## src/rtl/bus_arbiter.sv

```systemverilog
// Two-requester (fetch/execute) arbiter onto a single downstream bus.
// Execute has priority, and a bounded starvation counter guarantees fetch progress.

module bus_arbiter_port (
  input  logic        clock,
  input  logic        nreset,
  input  logic        fire,
  input  logic        is_write,
  input  logic [31:0] m_rdata,
  output logic        done,
  output logic [31:0] rdata
);

  // Stores leave rdata untouched so the requester sees a stable value.
  always_ff @(posedge clock or negedge nreset) begin
    if (!nreset) begin
      done  <= 1'b0;
      rdata <= '0;
    end else begin
      done <= fire;
      if (fire && !is_write) rdata <= m_rdata;
    end
  end

endmodule

module bus_arbiter #(
  parameter int MAX_CONSEC = 4
) (
  input  logic        clock,
  input  logic        nreset,
  input  logic        f_req,
  input  logic        e_req,
  input  logic [31:0] f_addr,
  input  logic [31:0] e_addr,
  input  logic        f_write,
  input  logic        e_write,
  input  logic [31:0] f_wdata,
  input  logic [31:0] e_wdata,
  input  logic [3:0]  f_wstrb,
  input  logic [3:0]  e_wstrb,
  output logic        f_done,
  output logic        e_done,
  output logic [31:0] f_rdata,
  output logic [31:0] e_rdata,
  output logic        m_valid,
  output logic [31:0] m_addr,
  output logic        m_write,
  output logic [31:0] m_wdata,
  output logic [3:0]  m_wstrb,
  input  logic        m_ready,
  input  logic [31:0] m_rdata
);

  localparam int NUM_PORTS = 2;
  localparam int PF = 0;
  localparam int PE = 1;
  localparam int CW = (MAX_CONSEC > 0) ? $clog2(MAX_CONSEC + 1) : 1;
  localparam logic [CW-1:0] CMAX = CW'(MAX_CONSEC);

  typedef enum logic [1:0] {IDLE, BUSY_F, BUSY_E} state_t;

  typedef struct packed {
    logic [31:0] addr;
    logic        write;
    logic [31:0] wdata;
    logic [3:0]  wstrb;
  } mreq_t;

  state_t                         state, state_n;
  logic [CW-1:0]                  cnt, cnt_n;
  logic [NUM_PORTS-1:0]           grant;
  logic [NUM_PORTS-1:0]           fire;
  logic [NUM_PORTS-1:0]           done;
  logic [NUM_PORTS-1:0][31:0]     rdata;
  mreq_t [NUM_PORTS-1:0]          port_req;
  mreq_t                          m_pkt;
  logic                           starved;

  assign port_req[PF] = {f_addr, f_write, f_wdata, f_wstrb};
  assign port_req[PE] = {e_addr, e_write, e_wdata, e_wstrb};

  // Fetch overrides execute only once it has waited out MAX_CONSEC execute grants.
  assign starved = f_req && (cnt == CMAX);

  always_ff @(posedge clock or negedge nreset) begin
    if (!nreset) begin
      state <= IDLE;
      cnt   <= '0;
    end else begin
      state <= state_n;
      cnt   <= cnt_n;
    end
  end

  always_comb begin
    state_n = state;
    cnt_n   = cnt;
    grant   = '0;
    case (state)
      IDLE: begin
        if (e_req && !starved) begin
          grant[PE] = 1'b1;
          state_n   = BUSY_E;
          if (!f_req)             cnt_n = '0;
          else if (cnt != CMAX)   cnt_n = cnt + 1'b1;
        end else if (f_req) begin
          grant[PF] = 1'b1;
          state_n   = BUSY_F;
          cnt_n     = '0;
        end else begin
          cnt_n = '0;
        end
      end
      BUSY_F, BUSY_E: begin
        if (m_ready) state_n = IDLE;
      end
      default: state_n = IDLE;
    endcase
  end

  // Request payload is captured once at grant; later requester changes are ignored.
  always_ff @(posedge clock or negedge nreset) begin
    if (!nreset) begin
      m_valid <= 1'b0;
      m_pkt   <= '0;
    end else if (|grant) begin
      m_valid <= 1'b1;
      m_pkt   <= grant[PE] ? port_req[PE] : port_req[PF];
    end else if (m_valid && m_ready) begin
      m_valid <= 1'b0;
    end
  end

  assign m_addr  = m_pkt.addr;
  assign m_write = m_pkt.write;
  assign m_wdata = m_pkt.wdata;
  assign m_wstrb = m_pkt.wstrb;

  assign fire[PF] = (state == BUSY_F) && m_ready;
  assign fire[PE] = (state == BUSY_E) && m_ready;

  for (genvar p = 0; p < NUM_PORTS; p++) begin : g_port
    bus_arbiter_port u_port (
      .clock    (clock),
      .nreset   (nreset),
      .fire     (fire[p]),
      .is_write (m_pkt.write),
      .m_rdata  (m_rdata),
      .done     (done[p]),
      .rdata    (rdata[p])
    );
  end

  assign f_done  = done[PF];
  assign e_done  = done[PE];
  assign f_rdata = rdata[PF];
  assign e_rdata = rdata[PE];

endmodule

```

## config.mk

```make
export PLATFORM = sky130hd
export DESIGN_NAME = bus_arbiter
export DESIGN_NICKNAME = d
export VERILOG_FILES = /design/src/rtl/bus_arbiter.sv
export SDC_FILE = /design/constraint.sdc
export NUM_CORES = 1
export LEC_CHECK = 0
export ABC_AREA = 1
export CAP_MARGIN = 20
export CORE_AREA = 8 8 136 138
export CTS_CLUSTER_SIZE = 14
export DETAILED_ROUTE_END_ITERATION = 7
export DIE_AREA = 0 0 144 146
export GPL_ROUTABILITY_DRIVEN = 0
export PLACE_DENSITY = 0.85
export SYNTH_ARGS = -nofsm -noshare
export SYNTH_HDL_FRONTEND = slang
export SYNTH_HIERARCHICAL = 1
export SYNTH_SLANG_ARGS = --single-unit
```

## constraint.sdc

```tcl
create_clock -name clock -period 2.99 [get_ports clock]
set_input_delay 0.299 -clock clock [delete_from_list [all_inputs] [get_ports clock]]
set_output_delay 0.299 -clock clock [all_outputs]
set_load 0.03 [all_outputs]
```

==> metrics <==
status complete, no violations; post-route minimum period 2020 ps; antenna-violating nets left 0; synth top area cells dfrtp_1 47%, nand2_1 23%, inv_1 10%, nand3_1 8.9%, nand2_2 1.8%; remaining max-slew budget at the tightest pin a little over half; Ys Warns 6; Clock Sinks ~140; vias in the first global route 7,374; Slew Limit Fails 0; setup violators final 0; most used cell, CP nand2_1; R2R setup slack between 900 and 1000 ps; detailed-route wire length per cell ~15 um; Netlist cell types 23; Root Buffer clkbuf_16; PwrDens 1050 mW/mm2; fin crit share 67.7%; dpl cells between 1,500 and 2,000; delay of the slowest critical-path stage 400 ps; Yosys top cell by area dfrtp_1; CTS Buf Count 17; Rows 47; GRT Total Usage a little under a quarter; crit path launch type flop; syn nets roughly 1,200; CP Cell Sequence inv_1, ha_1, nand3_2, nand3_2, buf_12, nand2_1, nand2_1, nand2_1; Pre-Repair DR Iteration Count 5; clock skew 8.87 ps; Final #Nets 1,518; CTS tree yes; Top-Level Pins slightly above 300; CP Data Arrival Time 2330 ps; most frequent cells in the layout 462 x nand2_1, 308 x clkdlybuf4s50_1, 207 x inv_1; DRC Markers 0; H-Tree Depth 4; delay-heaviest family, CP simple AND/OR/NAND/NOR gates; RSZ-0062 raised after global routing no; TNS Setup 0 ps; final hold slack around 350 ps; critical path class reg -> reg; Avg Cell Area, Syn ~7.1 um2; Starting Density between 40% and 50%; final wirelength 24,300 um; DR iter-0 viols just over 400; grt total ovfl 0; post-cts resize count 0; Area Overhead vs Synth 49.9%; Layout Cells excl Fill around 1,600; crit path buf inv count 2; maxcap violations 0; sequential share of the synthesized area 47.1%; worst skew pair latency between 400 and 500 ps; largest net degree at the start of global routing about 70; PnR worst setup slack 966 ps; post-synthesis register bit count between 100 and 150; Critical Path RT roughly 3300 ps; DP HPWL between 15,000 and 20,000 um; Post-Syn Area about 0.0075 mm2; Max Fclk slightly below 500 MHz; Die X ~140 um; Core ar. between 0.015 and 0.02 mm2; Vias approximately 7,300; Placed Area approximately 0.011 mm2; Vias/cell about 4.6; PortBufs 310; clock tree buffer depth 2; Worst-Margin Slew 690 ps; worst min-delay path category in -> reg; initial antenna violation count 1; die area around 0.021 mm2; first-pass GRT wire length 38,200 um; Leakage roughly 6.3 nW; Die Height roughly 150 um; clk slew on worst S/H paths 60 ps; critical path peak fanout 67; Final Cell Area ~0.011 mm2; final hold vios 0; layout cells sized above 1 6.00%; commonest non-fill, non-tap cell in the layout nand2_1; Gate Count Post-Synth ~1,100; Crit-path slowest cell dfrtp_1; share of the synthesized area in the top cell type 47.1%; crit end category flop; Setup WS pre-CTS approximately 700 ps; VDD IR max about 0.54 mV
timing repair:
item                                   in CTS  in global routing
endpoints found under the hold margin      62                  0
buffers inserted                            0                  0
hold buffers                                1                  0
worst min-delay path, delay by kind of cell:
family / cells / cell delay, ps
AOI/OAI and AO/OA: 1 / 80
buffers and inverters: 1 / 190
and+or+nand+nor: 1 / 140
final timing paths:
check                                             end  cells after the start                        from
max                                        m_addr[24]                      8                      cnt[0]
min                                            cnt[2]                      3                       e_req
max reg2reg                                m_addr[24]                      8                      cnt[0]
min reg2reg                g_port[1].u_port/rdata[25]                      2  g_port[1].u_port/rdata[25]
max in group asynchronous  g_port[1].u_port/rdata[25]                      3                      nreset
min in group asynchronous   g_port[1].u_port/rdata[4]                      2                      nreset
kinds of logic after synthesis:
family	share of synthesized area, %
adders and majority gates	0.835
DFF	47.1
and+or+nand+nor	34.8
buffers and inverters	16.7
AOI/OAI and AO/OA	0.501
xor gates and xnor gates	0.117
cell usage after synthesis, drive strengths merged:
cell type  count
buf           37
inv          217
nand3        135
dfrtp        141
ha             5
clkbuf        20
clkinv         4
nand4          1
o22ai          2
o21ai          5
nand2        486
xnor2          1
sequential cells by signal, summed over array words and instances (netlist names):
name                 cells
m_wdata                 32
g_port.u_port/done       2
g_port.u_port/rdata     64
m_addr                  32
m_write                  1
m_valid                  1
state                    2
m_wstrb                  4
cnt                      3
per-layer routing:
layer | global-route usage [%] | routed length [um] | part of all wire (%) | vias to the layer above
met2 | 37.5 | 11700 | 48 | 286
met3 | 8.37 | 2290 | 9.4 | 59
met5 | 0 | 0 | 0 | -
met1 | 26.1 | 9390 | 39 | 3313
li1 | - | - | - | 3633
met4 | 11.2 | 932 | 3.8 | 0
stage by stage:
stage,power [mW],util [%]
6_report,11.8,69.0
5_1_grt,12.5,69.0
2_1_floorplan,6.99,-
4_1_cts,11.9,69.0
3_3_place_gp,9.41,64.9
3_5_place_dp,9.55,64.9
where the power goes:
part           internal (mW)  switching [mW]
clock network           1.44           0.851
logic                   2.33            3.83
registers               2.79           0.545
total                   6.56            5.23
final cells by class:
cell class | instances | area, um2
fillers | 1355 | 5050
flip-flops and latches | 141 | 3530
repair buffers | 322 | 3230
multi-input cells | 635 | 2720
inverters | 221 | 835
clock buffers | 18 | 439
well taps | 220 | 275
clock inverters | 14 | 208
diodes | 1 | 2.50
(Power assumes the default switching activity.)
